[src/rtl/alu_seq_pkg.sv]
// alu_seq_pkg: shared types and constants for the ALU sequencer.
//   state_t    - control FSM states (IDLE, DRIVE, RESP)
//   WIDTH_DEF  - default datapath width
//   CNT_W      - width of the settle counter (SETTLE range 1..15)
package alu_seq_pkg;

  localparam int WIDTH_DEF = 16;
  localparam int CNT_W     = 4;

  typedef enum logic [1:0] {
    IDLE  = 2'd0,
    DRIVE = 2'd1,
    RESP  = 2'd2
  } state_t;

endpackage

[src/rtl/alu_seq_fchk.sv]
// alu_seq_fchk: combinational consistency check of ALU flags against result.
// Ports:
//   w        in  WIDTH  ALU result
//   zer      in  1      ALU zero flag
//   neg      in  1      ALU negative flag
//   mismatch out 1      1 when zer/neg do not describe w
module alu_seq_fchk #(
  parameter int WIDTH = 16
) (
  input  logic [WIDTH-1:0] w,
  input  logic             zer,
  input  logic             neg,
  output logic             mismatch
);

  assign mismatch = (zer != (w == '0)) || (neg != w[WIDTH-1]);

endmodule

[src/rtl/alu_seq_ctrl.sv]
// alu_seq_ctrl: sequential master for a combinational ALU.
// Accepts load / ALU-op commands over cmd valid/ready, holds the ALU operands
// stable for SETTLE cycles, captures result and flags into the accumulator
// and flag registers, and returns them over res valid/ready.
// Ports:
//   clk, rst                      clock (rising edge), async active-high reset
//   cmd_valid/ready               command handshake
//   cmd_load, cmd_opc, cmd_data,
//   cmd_cin                       command fields
//   alu_opc, alu_a, alu_b,
//   alu_cin                       registered ALU operands (a = accumulator)
//   alu_w, alu_zer, alu_neg       ALU result and flags
//   res_valid/ready               result handshake
//   res_data, res_zer, res_neg    accumulator and captured flags
//   flag_err                      sticky flag-inconsistency indicator
//   op_count                      completed responses, wraps mod 256
module alu_seq_ctrl
  import alu_seq_pkg::*;
#(
  parameter int WIDTH  = WIDTH_DEF,
  parameter int SETTLE = 1          // legal range 1..15
) (
  input  logic             clk,
  input  logic             rst,
  input  logic             cmd_valid,
  output logic             cmd_ready,
  input  logic             cmd_load,
  input  logic [2:0]       cmd_opc,
  input  logic [WIDTH-1:0] cmd_data,
  input  logic             cmd_cin,
  output logic [2:0]       alu_opc,
  output logic [WIDTH-1:0] alu_a,
  output logic [WIDTH-1:0] alu_b,
  output logic             alu_cin,
  input  logic [WIDTH-1:0] alu_w,
  input  logic             alu_zer,
  input  logic             alu_neg,
  output logic             res_valid,
  input  logic             res_ready,
  output logic [WIDTH-1:0] res_data,
  output logic             res_zer,
  output logic             res_neg,
  output logic             flag_err,
  output logic [7:0]       op_count
);

  state_t           state;
  logic [WIDTH-1:0] acc;
  logic [CNT_W-1:0] cnt;
  logic             flag_mismatch;

  alu_seq_fchk #(.WIDTH(WIDTH)) u_fchk (
    .w        (alu_w),
    .zer      (alu_zer),
    .neg      (alu_neg),
    .mismatch (flag_mismatch)
  );

  // Gated by rst so the block refuses commands for the whole reset pulse.
  assign cmd_ready = (state == IDLE) && !rst;
  // The accumulator only changes in IDLE/DRIVE, so it is stable during RESP.
  assign res_data  = acc;

  // NOTE: sequential state uses non-blocking assignments so every register
  // samples pre-edge values regardless of statement order.
  always_ff @(posedge clk or posedge rst) begin
    if (rst) begin
      state     <= IDLE;
      acc       <= '0;
      cnt       <= '0;
      alu_opc   <= '0;
      alu_a     <= '0;
      alu_b     <= '0;
      alu_cin   <= 1'b0;
      res_valid <= 1'b0;
      res_zer   <= 1'b0;
      res_neg   <= 1'b0;
      flag_err  <= 1'b0;
      op_count  <= '0;
    end else begin
      case (state)
        IDLE: begin
          // cmd_ready is 1 here, so cmd_valid alone is the handshake.
          if (cmd_valid) begin
            if (cmd_load) begin
              acc       <= cmd_data;
              res_zer   <= (cmd_data == '0);
              res_neg   <= cmd_data[WIDTH-1];
              res_valid <= 1'b1;
              state     <= RESP;
            end else begin
              alu_opc <= cmd_opc;
              alu_a   <= acc;
              alu_b   <= cmd_data;
              alu_cin <= cmd_cin;
              cnt     <= CNT_W'(SETTLE - 1);
              state   <= DRIVE;
            end
          end
        end
        DRIVE: begin
          if (cnt != '0) begin
            cnt <= cnt - 1'b1;
          end else begin
            acc       <= alu_w;
            res_zer   <= alu_zer;
            res_neg   <= alu_neg;
            res_valid <= 1'b1;
            if (flag_mismatch) flag_err <= 1'b1;
            state     <= RESP;
          end
        end
        RESP: begin
          if (res_ready) begin
            res_valid <= 1'b0;
            op_count  <= op_count + 8'd1;
            state     <= IDLE;
          end
        end
        default: state <= IDLE;
      endcase
    end
  end

endmodule

[config.mk]
export PLATFORM = sky130hd
export DESIGN_NAME = alu_seq_ctrl
export DESIGN_NICKNAME = d
export VERILOG_FILES = /design/src/rtl/alu_seq_pkg.sv /design/src/rtl/alu_seq_fchk.sv /design/src/rtl/alu_seq_ctrl.sv
export SDC_FILE = /design/constraint.sdc
export NUM_CORES = 1
export LEC_CHECK = 0
export CELL_PAD_IN_SITES_DETAIL_PLACEMENT = 0
export CELL_PAD_IN_SITES_GLOBAL_PLACEMENT = 2
export CORE_MARGIN = 3
export CORE_UTILIZATION = 30
export CTS_BUF_LIST = sky130_fd_sc_hd__clkbuf_8 sky130_fd_sc_hd__clkbuf_16
export CTS_CLUSTER_DIAMETER = 200
export DETAILED_ROUTE_END_ITERATION = 12
export PLACE_DENSITY_LB_ADDON = 0.2
export SETUP_SLACK_MARGIN = 0.02
export SLEW_MARGIN = 15
export SYNTH_ARGS = -nofsm -noshare
export SYNTH_HDL_FRONTEND = slang
export SYNTH_SLANG_ARGS = --single-unit
export TNS_END_PERCENT = 100
[constraint.sdc]
create_clock -name clk -period 5.75 [get_ports clk]
set_input_delay 1.15 -clock clk [delete_from_list [all_inputs] [get_ports clk]]
set_output_delay 1.15 -clock clk [all_outputs]
set_load 0.05 [all_outputs]
# Word level (Yosys, flattened, before mapping)
# Cells that the tools add are included.
# word_totals
regBits	70
input_bits	43
out_inout_bits	65
word_cells	68
# classes
add_sub_neg	2
n_eq_ne	10
mux	26
n_bitwise	2
n_reduce_logical	16
# op_table
cell	count
2-to-1 mux 16 bit	3
logical NOT 16 bit	2
case mux 16 bit (2 select lines)	1
2-to-1 mux 4 bit	3
!= test 2 bit (second input constant)	6
2-to-1 mux 1 bit	10
AND reduction 3 bit	3
adder 8 x 1 -> 8 bit (second input constant)	1
2-to-1 mux 2 bit	4
case mux 4 bit (2 select lines)	1
AND reduction 4 bit	2
case mux 2 bit (3 select lines)	1
AND reduction 5 bit	1
case mux 1 bit (2 select lines)	2
nonzero test 4 bit	1
subtractor 4 x 1 -> 4 bit (second input constant)	1
case mux 1 bit (3 select lines)	1
nonzero test 3 bit	1
== test 2 x 1 -> 1 bit (second input constant)	1
== test 2 bit (second input constant)	1
logical NOT 2 bit	1
!= test 1 bit	2
NOT 1 bit	2
AND reduction 2 bit	1
4 further kinds	4

# Depth between registers and ports, before layout
# Gate-level depths: netlist (run 1).
# logic_depth
depth_word	4
depth_mapped	7
mapped_depth_nobuf	6

# Modules after synthesis
# A second synthesis (run 1) with hierarchy kept.
# hier_totals
hier_cells	247
hier_area_um2	3098.0
# by_module_without_submodules
mod	n_inst	cells_per_inst	area_per_inst_um2	seq_area_each_um2
alu_seq_ctrl	1	238	3025.4	1751.7
alu_seq_fchk	1	9	72.6	0.0

# Least setup slack after synthesis (run 1)
# Ideal clock, no wire load.
# synth_path
kind	input port to output port
startpoint	in rst
endpoint	out cmd_ready
arrival_ns	2.195
required_ns	4.600
slack_ns	2.405
cell_stages	1
path_buffers	0
cell_sequence	nor3_1
# synth_between
elab_chain_cells	2
# synth_lines
element	line_no	text
start, declared	alu_seq_ctrl.sv:24	input logic rst,
logical NOT 1 bit (no source line)	n/a	
logical AND 1 bit	alu_seq_ctrl.sv:60	assign cmd_ready = (state == IDLE) && !rst;
end, declared	alu_seq_ctrl.sv:26	output logic cmd_ready,
# No other way between the ends.

# Final worst setup path (run 1)
# Ends and elaborated chain as after synthesis.

==> results.sh, run 1 <==
export IMPL_synth_edf_count=0
export IMPL_cts_tree="yes"
export IMPL_fin_util_pct=45.4
export IMPL_cts_resized=0
export IMPL_finalSetupViolCount=0
export IMPL_finalPower_w=0.00308
export IMPL_area_delta_synth_final_pct=46.4
export IMPL_cts_clk_slew_worst_paths_ps=80
export IMPL_async_reset_ff_share_pct=100
export IMPL_cts_setup_buffers=0
export IMPL_layout_min_cycle_time_ps=3690
export IMPL_dieArea_mm2=0.0114
export IMPL_viasPerCell=4.68
export IMPL_pin_count=108
export IMPL_clk_latency_ps=340
export IMPL_hold_violations=0
export IMPL_grt_usage_pct=14.6
export IMPL_critPathMaxStageDelay_ps=820
export IMPL_drc_errors=0
export IMPL_place_congestion=0.754
export IMPL_synth_top_cell_area_share_pct=57.6
export IMPL_core_area_mm2=0.00982
export IMPL_critPathRequiredTime_ps=4600
export IMPL_final_setup_worst_slack_ps=2060
export IMPL_place_ws_ps=2060
export IMPL_detail_route_antenna_nets=0
export IMPL_synth_seq_cells=70
export IMPL_cts_buffer_depth=2
export IMPL_fin_crit_sh_pct=64.2
export IMPL_cp_top_family="buffers and inverters"
export IMPL_hold_path_class="reg2reg"
export IMPL_cts_sinks=70
export IMPL_fin_area_mm2=0.00445
export IMPL_holdBufCountCts=0
export IMPL_die_y_um=107
export IMPL_critPathBufInv=2
export IMPL_cts_max_level=3
export IMPL_critPathMostFrequentCell="clkdlybuf4s50_1"
export IMPL_drive_above_1_share_pct=16.8
export IMPL_clock_skew_ps=12.2
export IMPL_antenna_found_initial=0
export IMPL_initial_core_util_pct=31.0
export IMPL_nets=398
export IMPL_antenna_cells=0
export IMPL_gr_total_overflow=0
export IMPL_postPlaceCellArea_mm2=0.00423
export IMPL_syn_avg_cell_area_um2=12.5
export IMPL_rows=36
export IMPL_vdd_ir_drop_max_mv=0.403
export IMPL_yosys_warnings=0
export IMPL_leakage_nw=1.80
export IMPL_dr_pass1_iters=4
export IMPL_maxCapViolations=0
export IMPL_grt_max_degree=41
export IMPL_drv_slew=0
export IMPL_rsz0062_at_grt="no"
export IMPL_power_density_mw_per_mm2=690
export IMPL_synthCells=243
export IMPL_cpMaxStageDelayCell="clkdlybuf4s50_1"
export IMPL_critical_path_max_fanout=2
export IMPL_yosysMostFrequentCell="dfrtp_1"
export IMPL_grt_pass1_wl_mm=13.0
export IMPL_wirelength_mm=7.95
export IMPL_num_vias=2292
export IMPL_syn_nets=289
export IMPL_critPathKind="in2out"
export IMPL_dp_hpwl_mm=5.68
export IMPL_relSlewSlack_pct=37.0
export IMPL_synth_seq_area_share_pct=57.6
export IMPL_max_freq_mhz=271
export IMPL_netlist_cell_type_count=36
export IMPL_drtIter0Drc=24
export IMPL_fp_dieW_um=107
export IMPL_arrival_ps=2540
export IMPL_synth_area_top_cells="dfrtp_1 58%, mux2_2 14%, mux2i_1 4.9%"
export IMPL_wl_per_cell_um=16.2
export IMPL_num_fill_cells=977
export IMPL_grt_pass1_vias=2438
export IMPL_clock_root_buffer="clkbuf_8"
export IMPL_end_kind="output port"
export IMPL_status="finished clean"
export IMPL_io_buffer_count=107
export IMPL_netlist_area_mm2=0.00304
export IMPL_synth_common_cells="70 x dfrtp_1, 37 x mux2_2, 23 x nor2_1"
export IMPL_worstMarginPinSlew_ps=942
export IMPL_fin_tns_setup_ps=0
export IMPL_critPathLaunchType="input pin"
export IMPL_cts_buffers=9
export IMPL_synth_largest_area_cell="dfrtp_1"
export IMPL_path_cells="clkdlybuf4s50_1 > nor3_1 > clkdlybuf4s50_1"
export IMPL_ys_flop_type="dfrtp_1"
cell families after synthesis:
kind of cell	count (synthesis)	share of synthesized area (%)
AO/OA/AOI/OAI	33	6.42
XOR/XNOR	9	2.59
AND/OR/NAND/NOR	57	9.83
multiplexers	53	19.0
adder cells (fa/ha/maj)	3	1.23
buffers and inverters	18	3.33
flip-flops	70	57.6
registers in the layout, indices dropped and copies added (netlist names):
signal / cells
alu_a: 16
alu_b: 16
alu_cin: 1
alu_opc: 3
cnt: 4
flag_err: 1
op_count: 8
res_data: 16
res_neg: 1
res_valid: 1
res_zer: 1
state: 2
cells in the final DEF, fill, tap and decap left out, drive strengths merged:
master | synthesis | layout
a211oi | 1 | 1
a21oi | 23 | 23
a31oi | 3 | 3
and3 | 2 | 2
and3b | 1 | 1
and4 | 1 | 1
buf | 12 | 3
bufinv | 0 | 2
clkbuf | 0 | 10
clkdlybuf4s50 | 0 | 107
clkinv | 0 | 1
clkinvlp | 0 | 1
dfrtp | 70 | 70
ha | 3 | 3
inv | 6 | 8
mux2 | 38 | 38
mux2i | 15 | 15
nand2 | 7 | 7
nand3 | 2 | 2
nand3b | 1 | 1
nand4 | 2 | 2
nand4bb | 1 | 1
nor2 | 23 | 23
nor2b | 4 | 4
nor3 | 2 | 2
nor3b | 1 | 1
nor4 | 9 | 9
nor4b | 1 | 1
o2111ai | 1 | 1
o211ai | 1 | 1
o21ai | 1 | 1
o22a | 1 | 1
o22ai | 2 | 2
xnor2 | 4 | 4
xor2 | 5 | 5
layer usage:
metal / wire (µm) / up-vias / track usage (%)
li1: - / 1085 / -
met1: 3500 / 1128 / 18.5
met2: 3690 / 70 / 23.0
met3: 670 / 9 / 5.90
met4: 91 / 0 / 4.38
met5: 0 / - / 0
report_power, final:
part | switching, W | internal [W] | leakage, nW
Clock | 0.000194 | 0.000256 | 0.114
Combinational | 0.00110 | 0.000629 | 0.863
Sequential | 0.000167 | 0.000726 | 0.819
Total | 0.00146 | 0.00161 | 1.80
path summary, 6_finish.rpt:
| path | startpoint | end | slack (ps) | depth (start not counted) |
|---|---|---|---|---|
| max in group asynchronous | rst | state[1]$_DFFE_PP0P_ | 3490 | 3 |
| worst min register to register | op_count[7]$_DFFE_PP0P_ | op_count[7]$_DFFE_PP0P_ | 470 | 1 |
| worst max-delay path | rst | cmd_ready | 2060 | 3 |
| worst min-delay path | op_count[7]$_DFFE_PP0P_ | op_count[7]$_DFFE_PP0P_ | 470 | 1 |
| min in group asynchronous | rst | op_count[3]$_DFFE_PP0P_ | 1240 | 2 |
| worst max register to register | cnt[0]$_DFFE_PP0P_ | res_zer$_DFFE_PP0P_ | 3690 | 6 |
cell type report:
cell class	count	area, µm²	share of cell area (%)
clock inverter	6	85.1	1.91
inverter	6	22.5	0.506
tap	133	166	3.74
multi-input combinational	155	1200	26.9
clock buffer	10	138	3.09
sequential	70	1750	39.3
timing repair buffer	110	1090	24.6
metrics by stage:
stage               std cells  hold slack, ps
floorplan                 243             479
finish                    490             469
global route              490             499
global placement          474             460
CTS                       490             478
detailed placement        474             463
Note: power is estimated with default switching activity, not from simulation.
==> run 2: changes to the inputs <==
--- a/config.mk
+++ b/config.mk
@@ -8,7 +8,7 @@
 export CELL_PAD_IN_SITES_DETAIL_PLACEMENT = 0
 export CELL_PAD_IN_SITES_GLOBAL_PLACEMENT = 2
 export CORE_MARGIN = 3
-export CORE_UTILIZATION = 30
+export CORE_UTILIZATION = 28
 export CTS_BUF_LIST = sky130_fd_sc_hd__clkbuf_8 sky130_fd_sc_hd__clkbuf_16
 export CTS_CLUSTER_DIAMETER = 200
 export DETAILED_ROUTE_END_ITERATION = 12
==> constraint.sdc (replaced) <==
create_clock -name clk -period 3.65 [get_ports clk]
set_input_delay 0.73 -clock clk [delete_from_list [all_inputs] [get_ports clk]]
set_output_delay 0.73 -clock clk [all_outputs]
set_load 0.05 [all_outputs]
==> run 2 against run 1 <==
Against the previous run: wire length is 0.98% higher; worst setup slack worse by 1300 ps; global-route usage is 0.75 points lower; largest power group unchanged; highest routed layer unchanged.
==> results.sh, run 2 (synthesis results as in run 1) <==
export IMPL_status="finished clean"
export IMPL_cts_tree="yes"
export IMPL_dr_pass1_iters=5
export IMPL_num_vias=2267
export IMPL_max_freq_mhz=348
export IMPL_final_setup_worst_slack_ps=775
export IMPL_finalSetupViolCount=0
export IMPL_fin_crit_sh_pct=78.8
export IMPL_critPathKind="in2out"
export IMPL_die_y_um=110
export IMPL_clock_skew_ps=12.2
export IMPL_swShare_pct=47.6
export IMPL_end_kind="output port"
export IMPL_arrival_ps=2150
export IMPL_final_cell_mix="107 x clkdlybuf4s50_1, 70 x dfrtp_1, 37 x mux2_2"
export IMPL_vdd_ir_drop_max_mv=0.418
export IMPL_grt_max_degree=40
export IMPL_drc_errors=0
export IMPL_grt_usage_pct=13.9
export IMPL_cts_clk_slew_worst_paths_ps=70
export IMPL_core_area_mm2=0.0105
export IMPL_nets=399
export IMPL_detail_route_antenna_nets=0
export IMPL_wirelength_mm=8.03
export IMPL_p_clk_share_pct=14.3
export IMPL_pwr_share_seq_pct=29.2
export IMPL_comb_power_share_pct=56.6
export IMPL_drive_above_1_share_pct=16.8
export IMPL_cts_buffers=9
export IMPL_holdBufCountCts=0
export IMPL_maxCapViolations=0
export IMPL_path_cells="clkdlybuf4s50_1 > nor3_1 > clkdlybuf4s50_1"
export IMPL_dp_hpwl_mm=5.87
export IMPL_leakage_nw=1.81
export IMPL_area_delta_synth_final_pct=46.6
export IMPL_num_fill_cells=1030
export IMPL_power_density_mw_per_mm2=1080
export IMPL_drv_slew=0
export IMPL_initial_core_util_pct=29.1
export IMPL_relSlewSlack_pct=41.4
export IMPL_cts_buffer_depth=2
export IMPL_critPathMaxStageDelay_ps=830
export IMPL_fin_tns_setup_ps=0
export IMPL_rows=37
export IMPL_p_int_w=0.00253
export IMPL_io_buffer_count=107
export IMPL_whs_path_depth=1
export IMPL_critPathRequiredTime_ps=2920
export IMPL_clock_root_buffer="clkbuf_8"
export IMPL_antenna_found_initial=0
export IMPL_cts_setup_buffers=0
export IMPL_pin_count=108
export IMPL_viasPerCell=4.59
export IMPL_final_common_cell="clkdlybuf4s50_1"
export IMPL_cts_sinks=70
export IMPL_layout_min_cycle_time_ps=2880
export IMPL_drtIter0Drc=88
export IMPL_cts_max_level=3
export IMPL_fp_dieW_um=110
export IMPL_wl_per_cell_um=16.2
export IMPL_critPathMostFrequentCell="clkdlybuf4s50_1"
export IMPL_cpMaxStageDelayCell="clkdlybuf4s50_1"
export IMPL_reg2reg_depth=5
export IMPL_place_ws_ps=780
export IMPL_critical_path_max_fanout=2
export IMPL_antenna_cells=0
export IMPL_place_congestion=0.732
export IMPL_cts_resized=0
export IMPL_worstMarginPinSlew_ps=876
export IMPL_hold_path_class="reg2reg"
export IMPL_dieArea_mm2=0.0121
export IMPL_p_switching_w=0.00230
export IMPL_clk_latency_ps=340
export IMPL_rsz0062_at_grt="no"
export IMPL_critPathLaunchType="input pin"
export IMPL_gr_total_overflow=0
export IMPL_grt_pass1_vias=2304
export IMPL_grt_pass1_wl_mm=12.5
export IMPL_hold_violations=0
run 2: changes by cell type in the layout (fill, tap and decap cells not counted), sizes merged:
| cell | previous run | this run |
|---|---|---|
| clkinvlp | 1 | 0 |
| buf | 3 | 4 |
| clkinv | 1 | 2 |
run 2: final cells by class:
class	count	area, µm²	share of cell area, %
Sequential cell	70	1750	39.3
Multi-Input combinational cell	155	1200	26.9
Timing Repair Buffer	111	1100	24.7
Tap cell	136	170	3.82
Clock buffer	10	138	3.09
Clock inverter	6	77.6	1.74
Inverter	6	22.5	0.505
run 2: worst paths after layout:
kind	startpoint	endpoint	slack [ps]
max	rst	cmd_ready	770
min	op_count[7]$_DFFE_PP0P_	op_count[7]$_DFFE_PP0P_	470
max reg2reg	cnt[0]$_DFFE_PP0P_	res_zer$_DFFE_PP0P_	1640
min reg2reg	op_count[7]$_DFFE_PP0P_	op_count[7]$_DFFE_PP0P_	470
min in group asynchronous	rst	res_valid$_DFFE_PP0P_	700
max in group asynchronous	rst	alu_b[6]$_DFFE_PP0P_	2210
run 2: power groups by stage:
| stage | logic [W] | clock network, W | registers [W] |
|---|---|---|---|
| after global placement | 0.00275 | 0 | 0.00141 |
| final | 0.00273 | 0.000688 | 0.00141 |
| after global routing | 0.00289 | 0.000757 | 0.00147 |
| after detailed placement | 0.00275 | 0 | 0.00142 |
| after floorplan | 0.000725 | 0 | 0.00253 |
| after CTS | 0.00276 | 0.000719 | 0.00141 |
run 2: routing by layer:
| layer | vias to the layer above | track usage [%] | wire (µm) |
|---|---|---|---|
| met3 | 16 | 4.60 | 594 |
| li1 | 1089 | - | - |
| met2 | 84 | 20.5 | 3720 |
| met4 | 0 | 6.60 | 208 |
| met1 | 1078 | 18.3 | 3500 |
| met5 | - | 0 | 0 |
run 2: worst max-delay path, delay by kind of cell:
kind	cells	cell delay, ps
buf+inv	2	1260
simple gates	1	150
run 2: metrics by stage:
stage	util (%)	total power, W	instances	hold WS (ps)	area (µm²)
floorplan	-	0.00325	243	479	3040
global placement	40.6	0.00416	478	464	4240
detailed placement	40.6	0.00418	478	463	4240
CTS	42.6	0.00489	494	477	4460
global route	42.6	0.00511	494	508	4460
finish	42.6	0.00483	494	468	4460
